--- src/rtl/instr_encoder_if.sv ---
// ---------------------------------------------------------------------------
// instr_encoder_if : decoded-instruction field bus into instr_encoder.
//
// Handshake: the master holds in_valid and all fields stable for as long as it
// wants the transfer. A transfer happens on every rising clock edge where
// in_valid and in_ready are both 1. in_ready never depends on in_valid. The
// master may drop in_valid at any time without a transfer having happened.
//
// Signals:
//   in_valid  master->slave  fields below are valid
//   in_ready  slave->master  encoder accepts fields this cycle
//   op_class  master->slave  0 R, 1 I-ALU, 2 JALR, 3 LW, 4 S, 5 B, 6 LUI, 7 JAL
//   alu_op    master->slave  ALU code (R/I) or branch funct3 (B)
//   rd/rs1/rs2 master->slave register indices
//   imm       master->slave  signed immediate (byte offset for B/JAL)
// ---------------------------------------------------------------------------
interface instr_encoder_if;
   logic        in_valid;
   logic        in_ready;
   logic [2:0]  op_class;
   logic [2:0]  alu_op;
   logic [4:0]  rd;
   logic [4:0]  rs1;
   logic [4:0]  rs2;
   logic [31:0] imm;

   modport master (output in_valid, op_class, alu_op, rd, rs1, rs2, imm,
                   input  in_ready);
   modport slave  (input  in_valid, op_class, alu_op, rd, rs1, rs2, imm,
                   output in_ready);
endinterface

--- src/rtl/instr_encoder.sv ---
// ---------------------------------------------------------------------------
// instr_encoder : packs decoded RV32I fields into machine words and writes
// them sequentially into instruction memory starting at base_addr.
//
// Optional feature macro: INSTR_ENC_PAD_EN -- when defined, finish from LOAD
// appends four addi x0,x0,0 words (PAD state) before returning to IDLE.
//
// Ports:
//   clk            rising-edge clock
//   rst            asynchronous active-low reset
//   start          pulse: load base_addr, clear counters/err, enter LOAD
//   base_addr      first word address written after start
//   finish         pulse: end of program
//   fld            field bus (slave side of instr_encoder_if)
//   imem_we        one-cycle write strobe per word
//   imem_addr      write address
//   imem_wdata     encoded word
//   busy           state != IDLE
//   full           state == FULL
//   err            sticky: an illegal field combination was rejected
//   words_written  words written since start, pad words included
//   state_dbg      current FSM state encoding
// ---------------------------------------------------------------------------
module instr_encoder #(
   parameter int ADDR_W = 8
) (
   input  logic              clk,
   input  logic              rst,
   input  logic              start,
   input  logic [ADDR_W-1:0] base_addr,
   input  logic              finish,
   instr_encoder_if.slave    fld,
   output logic              imem_we,
   output logic [ADDR_W-1:0] imem_addr,
   output logic [31:0]       imem_wdata,
   output logic              busy,
   output logic              full,
   output logic              err,
   output logic [ADDR_W:0]   words_written,
   output logic [1:0]        state_dbg
);

`ifdef INSTR_ENC_PAD_EN
   typedef enum logic [1:0] {S_IDLE = 2'd0, S_LOAD = 2'd1, S_PAD = 2'd2, S_FULL = 2'd3} state_t;
`else
   typedef enum logic [1:0] {S_IDLE = 2'd0, S_LOAD = 2'd1, S_FULL = 2'd3} state_t;
`endif

   localparam logic [6:0] OP_R    = 7'b0110011;
   localparam logic [6:0] OP_I    = 7'b0010011;
   localparam logic [6:0] OP_JALR = 7'b1100111;
   localparam logic [6:0] OP_LW   = 7'b0000011;
   localparam logic [6:0] OP_S    = 7'b0100011;
   localparam logic [6:0] OP_B    = 7'b1100011;
   localparam logic [6:0] OP_LUI  = 7'b0110111;
   localparam logic [6:0] OP_JAL  = 7'b1101111;

   localparam logic [ADDR_W-1:0] PTR_MAX = '1;
   localparam logic [ADDR_W-1:0] PTR_ONE = 1;
   localparam logic [ADDR_W:0]   CNT_ONE = 1;

   state_t            state;
   logic [ADDR_W-1:0] ptr;
   logic [1:0]        pad_cnt;
   // finish arrived together with the word that filled memory: leave FULL
   // on the next cycle without waiting for another finish.
   logic              fin_pend;

   logic [31:0] word;
   logic        legal;
   logic [2:0]  f3;
   logic [6:0]  f7;
   logic        fit12, fit13, fit21;
   logic        accept, last_legal;

   assign fld.in_ready = (state == S_LOAD);
   assign busy         = (state != S_IDLE);
   assign full         = (state == S_FULL);
   assign state_dbg    = state;

   assign accept     = fld.in_valid & fld.in_ready;
   assign last_legal = accept & legal & (ptr == PTR_MAX);

   // Signed-fit tests: every bit above the sign bit equals the sign bit.
   assign fit12 = (fld.imm[31:11] == {21{fld.imm[11]}});
   assign fit13 = (fld.imm[31:12] == {20{fld.imm[12]}});
   assign fit21 = (fld.imm[31:20] == {12{fld.imm[20]}});

   // Field packing; fields a format does not carry simply do not appear.
   always_comb begin
      word  = 32'h0;
      legal = 1'b0;
      f3    = 3'b000;
      f7    = 7'b0000000;
      case (fld.op_class)
         3'd0: begin
            legal = 1'b1;
            case (fld.alu_op)
               3'b000:  f3 = 3'b000;
               3'b001:  f7 = 7'b0100000;
               3'b010:  f3 = 3'b111;
               3'b011:  f3 = 3'b110;
               3'b100:  f3 = 3'b010;
               default: legal = 1'b0;
            endcase
            word = {f7, fld.rs2, fld.rs1, f3, fld.rd, OP_R};
         end
         3'd1: begin
            legal = fit12;
            case (fld.alu_op)
               3'b000:  f3 = 3'b000;
               3'b011:  f3 = 3'b110;
               3'b101:  f3 = 3'b100;
               3'b100:  f3 = 3'b010;
               default: legal = 1'b0;
            endcase
            word = {fld.imm[11:0], fld.rs1, f3, fld.rd, OP_I};
         end
         3'd2: begin
            legal = fit12;
            word  = {fld.imm[11:0], fld.rs1, 3'b000, fld.rd, OP_JALR};
         end
         3'd3: begin
            legal = fit12;
            word  = {fld.imm[11:0], fld.rs1, 3'b010, fld.rd, OP_LW};
         end
         3'd4: begin
            legal = fit12;
            word  = {fld.imm[11:5], fld.rs2, fld.rs1, 3'b010, fld.imm[4:0], OP_S};
         end
         3'd5: begin
            legal = fit13 & ~fld.imm[0] & ~fld.alu_op[1];
            word  = {fld.imm[12], fld.imm[10:5], fld.rs2, fld.rs1, fld.alu_op,
                     fld.imm[4:1], fld.imm[11], OP_B};
         end
         3'd6: begin
            legal = (fld.imm[11:0] == 12'h000);
            word  = {fld.imm[31:12], fld.rd, OP_LUI};
         end
         default: begin
            legal = fit21 & ~fld.imm[0];
            word  = {fld.imm[20], fld.imm[10:1], fld.imm[11], fld.imm[19:12], fld.rd, OP_JAL};
         end
      endcase
   end

   always_ff @(posedge clk or negedge rst) begin
      if (!rst) begin
         state         <= S_IDLE;
         ptr           <= '0;
         pad_cnt       <= 2'd0;
         fin_pend      <= 1'b0;
         imem_we       <= 1'b0;
         imem_addr     <= '0;
         imem_wdata    <= 32'h0;
         err           <= 1'b0;
         words_written <= '0;
      end else begin
         imem_we <= 1'b0;
         if (start) begin
            // start wins over everything, including finish and a handshake.
            state         <= S_LOAD;
            ptr           <= base_addr;
            pad_cnt       <= 2'd0;
            fin_pend      <= 1'b0;
            err           <= 1'b0;
            words_written <= '0;
         end else begin
            case (state)
               S_LOAD: begin
                  if (accept) begin
                     if (legal) begin
                        imem_we       <= 1'b1;
                        imem_addr     <= ptr;
                        imem_wdata    <= word;
                        words_written <= words_written + CNT_ONE;
                        if (ptr == PTR_MAX) begin
                           state    <= S_FULL;
                           fin_pend <= finish;
                        end else begin
                           ptr <= ptr + PTR_ONE;
                        end
                     end else begin
                        err <= 1'b1;
                     end
                  end
                  if (finish && !last_legal) begin
`ifdef INSTR_ENC_PAD_EN
                     state   <= S_PAD;
                     pad_cnt <= 2'd0;
`else
                     state   <= S_IDLE;
`endif
                  end
               end
`ifdef INSTR_ENC_PAD_EN
               S_PAD: begin
                  imem_we       <= 1'b1;
                  imem_addr     <= ptr;
                  imem_wdata    <= 32'h0000_0013;
                  words_written <= words_written + CNT_ONE;
                  if (ptr == PTR_MAX) begin
                     state <= S_FULL;
                  end else begin
                     ptr     <= ptr + PTR_ONE;
                     pad_cnt <= pad_cnt + 2'd1;
                     if (pad_cnt == 2'd3) state <= S_IDLE;
                  end
               end
`endif
               S_FULL: begin
                  if (finish || fin_pend) begin
                     state    <= S_IDLE;
                     fin_pend <= 1'b0;
                  end
               end
               default: state <= S_IDLE;
            endcase
         end
      end
   end

endmodule

--- src/flat_wrapper.sv ---
// flat-port wrapper written by rule: the top's interface ports become plain ports
module instr_encoder_flat 
#(
   parameter int ADDR_W = 8
)
  (clk, rst, start, base_addr, finish, imem_we, imem_addr, imem_wdata, busy, full, err, words_written, state_dbg, fld_in_valid, fld_op_class, fld_alu_op, fld_rd, fld_rs1, fld_rs2, fld_imm, fld_in_ready);
  instr_encoder_if fld_i ();
  input  logic clk;
  input  logic rst;
  input  logic start;
  input  logic [ADDR_W-1:0] base_addr;
  input  logic finish;
  output logic imem_we;
  output logic [ADDR_W-1:0] imem_addr;
  output logic [31:0] imem_wdata;
  output logic busy;
  output logic full;
  output logic err;
  output logic [ADDR_W:0] words_written;
  output logic [1:0] state_dbg;
  input wire logic [$bits(fld_i.in_valid)-1:0] fld_in_valid;
  input wire logic [$bits(fld_i.op_class)-1:0] fld_op_class;
  input wire logic [$bits(fld_i.alu_op)-1:0] fld_alu_op;
  input wire logic [$bits(fld_i.rd)-1:0] fld_rd;
  input wire logic [$bits(fld_i.rs1)-1:0] fld_rs1;
  input wire logic [$bits(fld_i.rs2)-1:0] fld_rs2;
  input wire logic [$bits(fld_i.imm)-1:0] fld_imm;
  output wire logic [$bits(fld_i.in_ready)-1:0] fld_in_ready;
  assign fld_i.in_valid = fld_in_valid;
  assign fld_i.op_class = fld_op_class;
  assign fld_i.alu_op = fld_alu_op;
  assign fld_i.rd = fld_rd;
  assign fld_i.rs1 = fld_rs1;
  assign fld_i.rs2 = fld_rs2;
  assign fld_i.imm = fld_imm;
  assign fld_in_ready = fld_i.in_ready;
  instr_encoder #(.ADDR_W(ADDR_W)) u_core (.clk(clk), .rst(rst), .start(start), .base_addr(base_addr), .finish(finish), .fld(fld_i), .imem_we(imem_we), .imem_addr(imem_addr), .imem_wdata(imem_wdata), .busy(busy), .full(full), .err(err), .words_written(words_written), .state_dbg(state_dbg));
endmodule
--- config.mk ---
export PLATFORM = sky130hd
export DESIGN_NAME = instr_encoder_flat
export DESIGN_NICKNAME = d
export VERILOG_FILES = /design/src/rtl/instr_encoder_if.sv /design/src/rtl/instr_encoder.sv /design/src/flat_wrapper.sv
export SDC_FILE = /design/constraint.sdc
export NUM_CORES = 1
export LEC_CHECK = 0
export ABC_AREA = 1
export CAP_MARGIN = 20
export CORE_MARGIN = 4
export CORE_UTILIZATION = 51
export DETAILED_ROUTE_END_ITERATION = 8
export PLACE_DENSITY = 0.87
export SLEW_MARGIN = 20
export SYNTH_ARGS = -nofsm -noshare
export SYNTH_HDL_FRONTEND = slang
export SYNTH_SLANG_ARGS = --single-unit
--- constraint.sdc ---
create_clock -name clk -period 4.5 [get_ports clk]
set_clock_uncertainty 0.15 [all_clocks]
set_input_delay 0.675 -clock clk [delete_from_list [all_inputs] [get_ports clk]]
set_output_delay 0.675 -clock clk [all_outputs]
set_load 0.02 [all_outputs]
**Word-level counts from Yosys, hierarchy flattened**

Index checks and enable logic that the tools add are counted.

- Register bits: 62
- Input port bits: 66
- Output and inout bits: 56
- Logic and storage cells: 102

- Add/subtract/negate cells: 2
- Eq/ne operators: 26
- Mux-type cells: 37
- Bitwise operators: 9
- Reduce and logical (&&, ||, !) cells: 20

Operators by type and width:

| cell | number |
|---|---|
| 32-bit one-hot mux with 7 select lines | 1 |
| 8-bit two-way mux | 5 |
| 9-bit two-way mux | 4 |
| 20-bit == test | 1 |
| 19-bit == test | 1 |
| 3-bit one-hot mux with 3 select lines | 2 |
| 3-bit == test, second input constant | 5 |
| 1-bit two-way mux | 15 |
| 3-bit by 2-bit == test with 1-bit output, second input constant | 4 |
| 12-bit logical NOT | 1 |
| 2-bit two-way mux | 6 |
| 4-bit inequality test, second input constant | 3 |
| 4-bit AND reduction | 3 |
| 11-bit == test | 1 |
| 9-bit by 1-bit adder with 9-bit output, second input constant | 1 |
| 3-bit inequality test, second input constant | 3 |
| 8-bit by 1-bit adder with 8-bit output, second input constant | 1 |
| 8-bit == test, second input constant | 1 |
| 2-bit nonzero test | 4 |
| 1-bit bitwise AND | 6 |
| 3-bit by 1-bit == test with 1-bit output, second input constant | 2 |
| 3-bit logical NOT | 2 |
| 6-bit two-way mux | 1 |
| 3-bit AND reduction | 2 |
| other kinds (16) | 19 |

**Logic depth before layout (Yosys ltp)**

Gate-level depths: netlist of run 1.

- Depth in word-level cells: 11
- Gate-level depth with buffers: 17
- Gate-level depth less buffers: 14

**Worst setup path before layout of run 1**

OpenSTA, ideal clock, no wires.

- Path kind: input port to flip-flop
- Start: input port fld_op_class[1]
- End: register u_core.imem_wdata[28]
- Setup time: 0.124 ns
- Data arrival time: 2.093 ns
- Data required time: 4.226 ns
- Slack: 2.133 ns
- Cell stages on the path: 16
- Buffers on the path: 3
- Cell sequence: buf_2 -> nor2_2 -> nand2_1 -> nor2_1 -> nor2_1 -> nand2_1 -> inv_2 -> nand2_1 -> inv_1 -> nand2_2 -> and2_1 -> buf_6 -> nand3_4 -> buf_4 -> nand2_1 -> o21ai_1

- Cells in the longest elaborated chain, start to end: 4
- Elaborated cells on any way between the ends: 11
- Classes of those cells: eq/ne: 6; mux: 2; reduce/logical: 3

Ends and longest elaborated chain:

| what | line | RTL |
|---|---|---|
| start, declared | flat_wrapper.sv:22 | `input wire logic [$bits(fld_i.op_class)-1:0] fld_op_class;` |
| 3-bit by 2-bit == test with 1-bit output / 3-bit == test (equally long branches) | instr_encoder.sv:95 | `case (fld.op_class)` |
| 3-bit OR reduction (no source line) | - |  |
| 1-bit one-hot mux with 5 select lines | instr_encoder.sv:95 |  |
| 4-bit AND reduction (no source line) | - |  |
| end signal, assigned | instr_encoder.sv:175 | `imem_wdata <= word;` |
| end, declared | instr_encoder.sv:35 | `output logic [31:0] imem_wdata,` |

Several ways; a longest one is shown, not always the timed one.
A chain may end at the register's enable or synchronous reset.

**Worst setup path in the final report of run 1**

- Start: input port fld_op_class[1]
- End: register u_core.imem_wdata[31]

The elaborated chain is that of the path after synthesis.

==> results of run 1 <==
per-stage QoR:
step	cells	setup slack [ns]	utilization, %	hold slack [ns]
global route	769	0.802	72.7	0.186
floorplan	548	2.13	-	0.229
global placement	753	0.945	70.0	0.313
finish	769	1.14	72.7	0.162
detailed placement	753	0.810	70.0	0.321
CTS	769	1.14	72.7	0.167
sequential cells by signal (all words and copies together) (netlist names):
| name | flops |
|---|---|
| u_core.err | 1 |
| u_core.fin_pend | 1 |
| u_core.imem_addr | 8 |
| u_core.imem_wdata | 31 |
| u_core.imem_we | 1 |
| u_core.ptr | 8 |
| u_core.state_dbg | 2 |
| u_core.words_written | 9 |
synth_stat cells:
library cell  number  share of area, %
nand3b_1           5              0.97
o21a_1             1              0.19
nor2_1            53               5.2
nor3_1             3              0.39
dfrtp_1           61                40
inv_1             63               6.1
buf_6              2              0.58
o21ai_0           25               3.2
ha_1               2              0.65
a21boi_2           1              0.29
nand3_2            1              0.26
nor2_2             2              0.32
o2111ai_1          1              0.23
mux2i_1            5               1.3
nand2_2            3              0.49
nor4_1             4              0.65
o31ai_1            3              0.58
xor2_1             7               1.6
buf_4              5              0.97
a21oi_1           26               3.4
clkinv_1           1             0.097
buf_2              6              0.78
xnor2_1            1              0.23
buf_1              1             0.097
nand3_4            2              0.91
o22ai_1            8               1.3
a211oi_1           2              0.39
nor2_4             1              0.29
a221oi_1           1              0.23
a31oi_1            1              0.16
and2_1             1              0.16
clkbuf_1           4              0.39
nor3b_1            1              0.19
o21ai_1           44               5.7
nand2_1          142                14
or2_2              1              0.16
a22oi_1            5              0.97
nand4_1           12               1.9
o211ai_1           1              0.19
nand3_1           36               4.7
inv_2              4              0.39
logic make-up (layout without fill, tap and decap cells):
kind of cell,count (synthesis),in the layout
xor+xnor,8,8
buf+inv,86,208
flops,61,61
compound gates,119,119
mux,5,5
fa+ha+maj,2,2
simple gates,267,267
power by group:
group          leakage [nW]  total (W)  internal, W  switching, W
registers             0.796   0.000720     0.000651     0.0000689
logic                  1.63   0.000643     0.000298      0.000345
clock network         0.100   0.000492     0.000258      0.000234
total                  2.52    0.00186      0.00121      0.000648
cell usage in the layout (no fill, tap or decap), types with 2 or more instances in the layout:
cell type,count
nor4_1,4
inv_2,4
mux2i_1,5
inv_1,63
inv_6,2
a22oi_1,5
buf_4,3
dfrtp_1,61
clkbuf_8,9
nor2_1,53
nand2_1,142
nand3b_1,5
o22ai_1,8
xor2_1,7
nand2_2,3
nor3_1,3
o31ai_1,3
nand3_1,36
o21ai_0,25
o21ai_1,44
ha_1,2
a21oi_1,26
nand4_1,12
nor2_2,2
clkinv_2,2
nand3_4,2
clkdlybuf4s50_1,120
a211oi_1,2
worst max path at each step:
| stage | from | end | slack (ns) |
|---|---|---|---|
| global placement | fld_op_class[1] | u_core.imem_wdata[14] | 0.94 |
| detailed placement | fld_op_class[1] | u_core.imem_addr[6] | 0.81 |
| floorplan | fld_op_class[1] | u_core.imem_wdata[28] | 2.13 |
| finish | fld_op_class[1] | u_core.imem_wdata[31] | 1.14 |
| CTS | fld_op_class[1] | u_core.imem_wdata[31] | 1.14 |
| global route | fld_op_class[1] | u_core.imem_wdata[31] | 0.80 |
per-layer routing:
| metal | up-vias | wire length (um) |
|---|---|---|
| met5 | - | 0 |
| met2 | 177 | 5700 |
| met1 | 1977 | 4710 |
| met3 | 27 | 905 |
| li1 | 2046 | - |
| met4 | 0 | 284 |
area by class of cell:
class / instances / area [um2] / share of cell area (%)
Sequential cell: 61 / 1530 / 28.8
Multi-Input combinational cell: 401 / 1970 / 37.1
Clock buffer: 9 / 124 / 2.34
Inverter: 68 / 255 / 4.82
Clock inverter: 7 / 73.8 / 1.39
Tap cell: 99 / 124 / 2.34
Timing Repair Buffer: 124 / 1230 / 23.2
==> flow_summary.json, run 1 <==
{
  "cts.repair.resized": 0,
  "synth-simple-area-share_pct": 30.4,
  "cts_tree": "yes",
  "initial_utilization_pct": 52.9,
  "drtIter0Drc": 196,
  "core_mm2": 0.00729,
  "syn_area_mm2": 0.00386,
  "drive_above_1_share_pct": 5.22,
  "grt_max_degree": 51,
  "rr_worst_depth": 8,
  "antenna_left": 0,
  "insertion_delay_ns": 0.35,
  "drc": 0,
  "post_cts_buffers": 0,
  "synth_warnings": 0,
  "cp-end-kind": "register",
  "grtUsageTotal_pct": 26.5,
  "synth_fa_ha_area_share_pct": 0.649,
  "totalWireLength_um": 11600,
  "finalPower_w": 0.00186,
  "power_leakage_nw": 2.52,
  "grt_setup_unrepaired": "no",
  "die_y_um": 95.0,
  "slowest_stage": "clkdlybuf4s50_1",
  "first_pass_iters": 5,
  "worstPathCellList": "clkdlybuf4s50_1 > inv_1 > nand3_1 > buf_4 > nor2_1 > nand2_1 > nor2_1 > nand3_1 > nand2_1 > inv_1 > nand2_2 > and2_1 > nand3_4 > nand2_1 > o21ai_1",
  "vias": 4227,
  "met2_usage_pct": 46.0,
  "worstMarginPinSlew_ns": 0.740,
  "reg2reg_to": "u_core.imem_wdata[11]",
  "path_delay_family": "simple AND/OR/NAND/NOR gates",
  "grtUsageMet3_pct": 6.45,
  "crit_type": "input port to register",
  "status": "finished, final reports clean",
  "fp.dieW_um": 95.0,
  "overflow": 0,
  "nFillCells": 617,
  "clk_pin_slew_worst_paths_ns": 0.08,
  "period_needed_ns": 3.36,
  "clockBufferDepth": 2,
  "design.die.area_mm2": 0.00902,
  "max_stage_delay_ns": 0.58,
  "setup_viol": 0,
  "fin_tns_setup_ns": 0,
  "area_growth_pct": 37.4,
  "hpwl_um": 8850,
  "finalNetCount": 733,
  "ys_seq_area_share_pct": 39.6,
  "synth_cell_types": 41,
  "required_ns": 4.57,
  "grt_pass1_wl_um": 18700,
  "timing.critical_path.arrival_ns": 3.43,
  "cp.depth": 15,
  "place_area_mm2": 0.00510,
  "synth_xor_area_share_pct": 1.82,
  "port-buffer-count": 121,
  "cp-start-kind": "input port",
  "slew_viol_final": 0,
  "syn_avg_cell_area_um2": 7.04,
  "min_path_type": "input port to asynchronous set/reset pin",
  "cellPowerDensity_mw_per_mm2": 350,
  "worstPathMaxFanout": 50,
  "synthCells": 548,
  "timing.rr.start": "u_core.state_dbg[1]",
  "hold_viol_final": 0,
  "maxSlewHeadroom_pct": 50.5,
  "avgRoutedWirePerCell_um": 15.1,
  "gp_congestion": 0.914,
  "synth.area.mux_share_pct": 1.30,
  "root_buffer": "clkbuf_8",
  "max_freq_mhz": 298,
  "cts_hold_buf": 0,
  "core.rowCount": 31,
  "ys_seq_elements": 61,
  "gr-usage-met1_pct": 31.5,
  "cts_htree_levels": 3,
  "avgViaCountPerCell": 5.50,
  "fin_crit_sh_pct": 74.6,
  "antenna_cells": 0,
  "vdd_drop_max_mv": 0.216,
  "synth_top_family_by_area": "simple AND/OR/NAND/NOR gates",
  "cts.sinks": 61,
  "synth_compound_area_share_pct": 16.9,
  "synth_nets": 616,
  "regToRegSetupSlack_ns": 1.93,
  "antenna_found_initial": 0,
  "crit_top_cell": "nand2_1",
  "io_pins": 122,
  "top_usage_layer": "met2",
  "path_buf_inv": 4,
  "grt_pass1_vias": 4069,
  "cts_made_buffers": 9,
  "fin_area_mm2": 0.00530,
  "cap_violations": 0
}
Power figures use the tool's default switching activity.
==> run 2, diff against run 1 <==
CORE_UTILIZATION = 43   (was 51)
PLACE_DENSITY = 0.78   (was 0.87)
clock period = 2.7 ns   (was 4.5 ns; I/O delays follow)
==> flow_summary.json, run 2 (synthesis results as in run 1) <==
{
  "status": "finished, final reports clean",
  "cp-start-kind": "input port",
  "clockBufferDepth": 2,
  "drc": 0,
  "nFillCells": 758,
  "initial_utilization_pct": 44.2,
  "grtUsageTotal_pct": 23.8,
  "place_area_mm2": 0.00544,
  "seqCellArea_mm2": 0.00153,
  "cts_made_buffers": 9,
  "cts.sinks": 61,
  "antenna_left": 0,
  "cts.repair.resized": 0,
  "maxSlewHeadroom_pct": 48.0,
  "first_pass_iters": 5,
  "die_y_um": 103,
  "reg_top3": "u_core.imem_wdata x31, u_core.words_written x9",
  "fp.dieW_um": 103,
  "cellPowerDensity_mw_per_mm2": 574,
  "finalNetCount": 771,
  "slowest_stage": "clkdlybuf4s50_1",
  "timing.critical_path.arrival_ns": 2.65,
  "insertion_delay_ns": 0.34,
  "path_buf_inv": 4,
  "final_common_cell": "nand2_1",
  "drtIter0Drc": 225,
  "cts_hold_buf": 0,
  "min_path_type": "input port to asynchronous set/reset pin",
  "cts_tree": "yes",
  "power_leakage_nw": 2.74,
  "core_mm2": 0.00872,
  "gp_congestion": 0.927,
  "dp_slack_ns": -0.170,
  "grt_pass1_wl_um": 19900,
  "period_needed_ns": 2.53,
  "fin_area_mm2": 0.00566,
  "slew_viol_final": 0,
  "post_cts_buffers": 0,
  "design.die.area_mm2": 0.0106,
  "port-buffer-count": 121,
  "setup_slack_ns": 0.169,
  "grt_max_degree": 62,
  "hold_ws_ns": 0.0707,
  "io_pins": 122,
  "clk_pin_slew_worst_paths_ns": 0.07,
  "cap_violations": 0,
  "worstPathCellList": "clkdlybuf4s50_1 > buf_4 > nand2_2 > inv_1 > nand2_1 > nor2_1 > nand2_1 > a21boi_2 > and2_1 > buf_4 > nand2_1 > nand3_1 > o21ai_1",
  "antenna_found_initial": 0,
  "worstPathMaxFanout": 9,
  "cp-end-kind": "register",
  "grt_setup_unrepaired": "no",
  "max_stage_delay_ns": 0.55,
  "path_delay_family": "simple AND/OR/NAND/NOR gates",
  "cts_htree_levels": 3,
  "area_growth_pct": 46.7,
  "avgViaCountPerCell": 5.32,
  "hpwl_um": 9550,
  "final_cell_mix": "nand2_1 (142), clkdlybuf4s50_1 (120), inv_1 (63)",
  "finalPower_w": 0.00325,
  "largest_register_ffs": 31,
  "grt_pass1_vias": 4265,
  "crit_top_cell": "nand2_1",
  "root_buffer": "clkbuf_8",
  "overflow": 0,
  "antenna_cells": 0,
  "max_freq_mhz": 395,
  "worstMarginPinSlew_ns": 0.779,
  "vdd_drop_max_mv": 0.274,
  "drive_above_1_share_pct": 10.3,
  "crit_type": "input port to register",
  "fin_crit_sh_pct": 93.7,
  "totalWireLength_um": 12400,
  "multiInputGateArea_mm2": 0.00197,
  "top_register": "u_core.imem_wdata",
  "vias": 4344,
  "avgRoutedWirePerCell_um": 15.2,
  "core.rowCount": 34,
  "required_ns": 2.82,
  "hold_viol_final": 0,
  "setup_viol": 0
}
-- run 2: cell types whose count changed in the layout (fill, tap and decap cells not counted) --
cell	before	now
inv_6	2	0
bufinv_16	1	2
buf_4	3	38
clkbuf_8	9	10
buf_12	0	3
-- run 2: path summary, 6_finish.rpt --
kind	cells past startpoint	slack [ns]	endpoint	start
max	13	0.17	u_core.words_written[3]	fld_op_class[1]
min	2	0.07	u_core.words_written[5]	rst
max reg2reg	10	0.49	u_core.fin_pend	u_core.ptr[0]
min reg2reg	2	0.34	u_core.imem_wdata[7]	u_core.imem_wdata[7]
max in group asynchronous	2	1.81	u_core.ptr[7]	rst
min in group clk	2	0.34	u_core.imem_wdata[7]	u_core.imem_wdata[7]
-- run 2: final cells by class --
cell class,count,area share [%]
tap,108,2.39
sequential,61,27.0
inverter,68,4.51
multi-input combinational,401,34.8
clock buffer,10,2.43
timing repair buffer,162,27.4
clock inverter,6,1.53
-- run 2: worst register-to-register path, stage by stage (launching register included) --
cell and delay [ns]:
dfrtp_1 0.39, ha_1 0.21, nand3_1 0.13, nor4_1 0.30
nand2_1 0.26, nor2_1 0.16, nand3_1 0.14, nand2_1 0.15
nand2_1 0.07, nand2_1 0.08, nand2_1 0.06
-- run 2: layer usage --
layer | share of wire (%) | wire length, um | GRT usage, % | vias to the layer above
met2 | 49 | 6120 | 41.2 | 191
met5 | 0 | 0 | 0 | -
met1 | 41 | 5150 | 29.7 | 1992
li1 | - | - | - | 2125
met3 | 6.5 | 814 | 3.45 | 36
met4 | 2.8 | 354 | 9.96 | 0
-- run 2: per-stage QoR --
stage	cells	setup TNS, ns	util (%)
final	816	0	64.9
after global routing	816	0	64.9
after CTS	816	0	64.9
after detailed placement	800	-1.60	62.3
after global placement	800	-0.781	62.3
after floorplan	548	0	-
-- run 2: power breakdown --
part,leakage (nW),internal (W),switching [W]
registers,0.796,0.00109,0.000109
logic,1.83,0.000536,0.000588
clock network,0.112,0.000543,0.000388
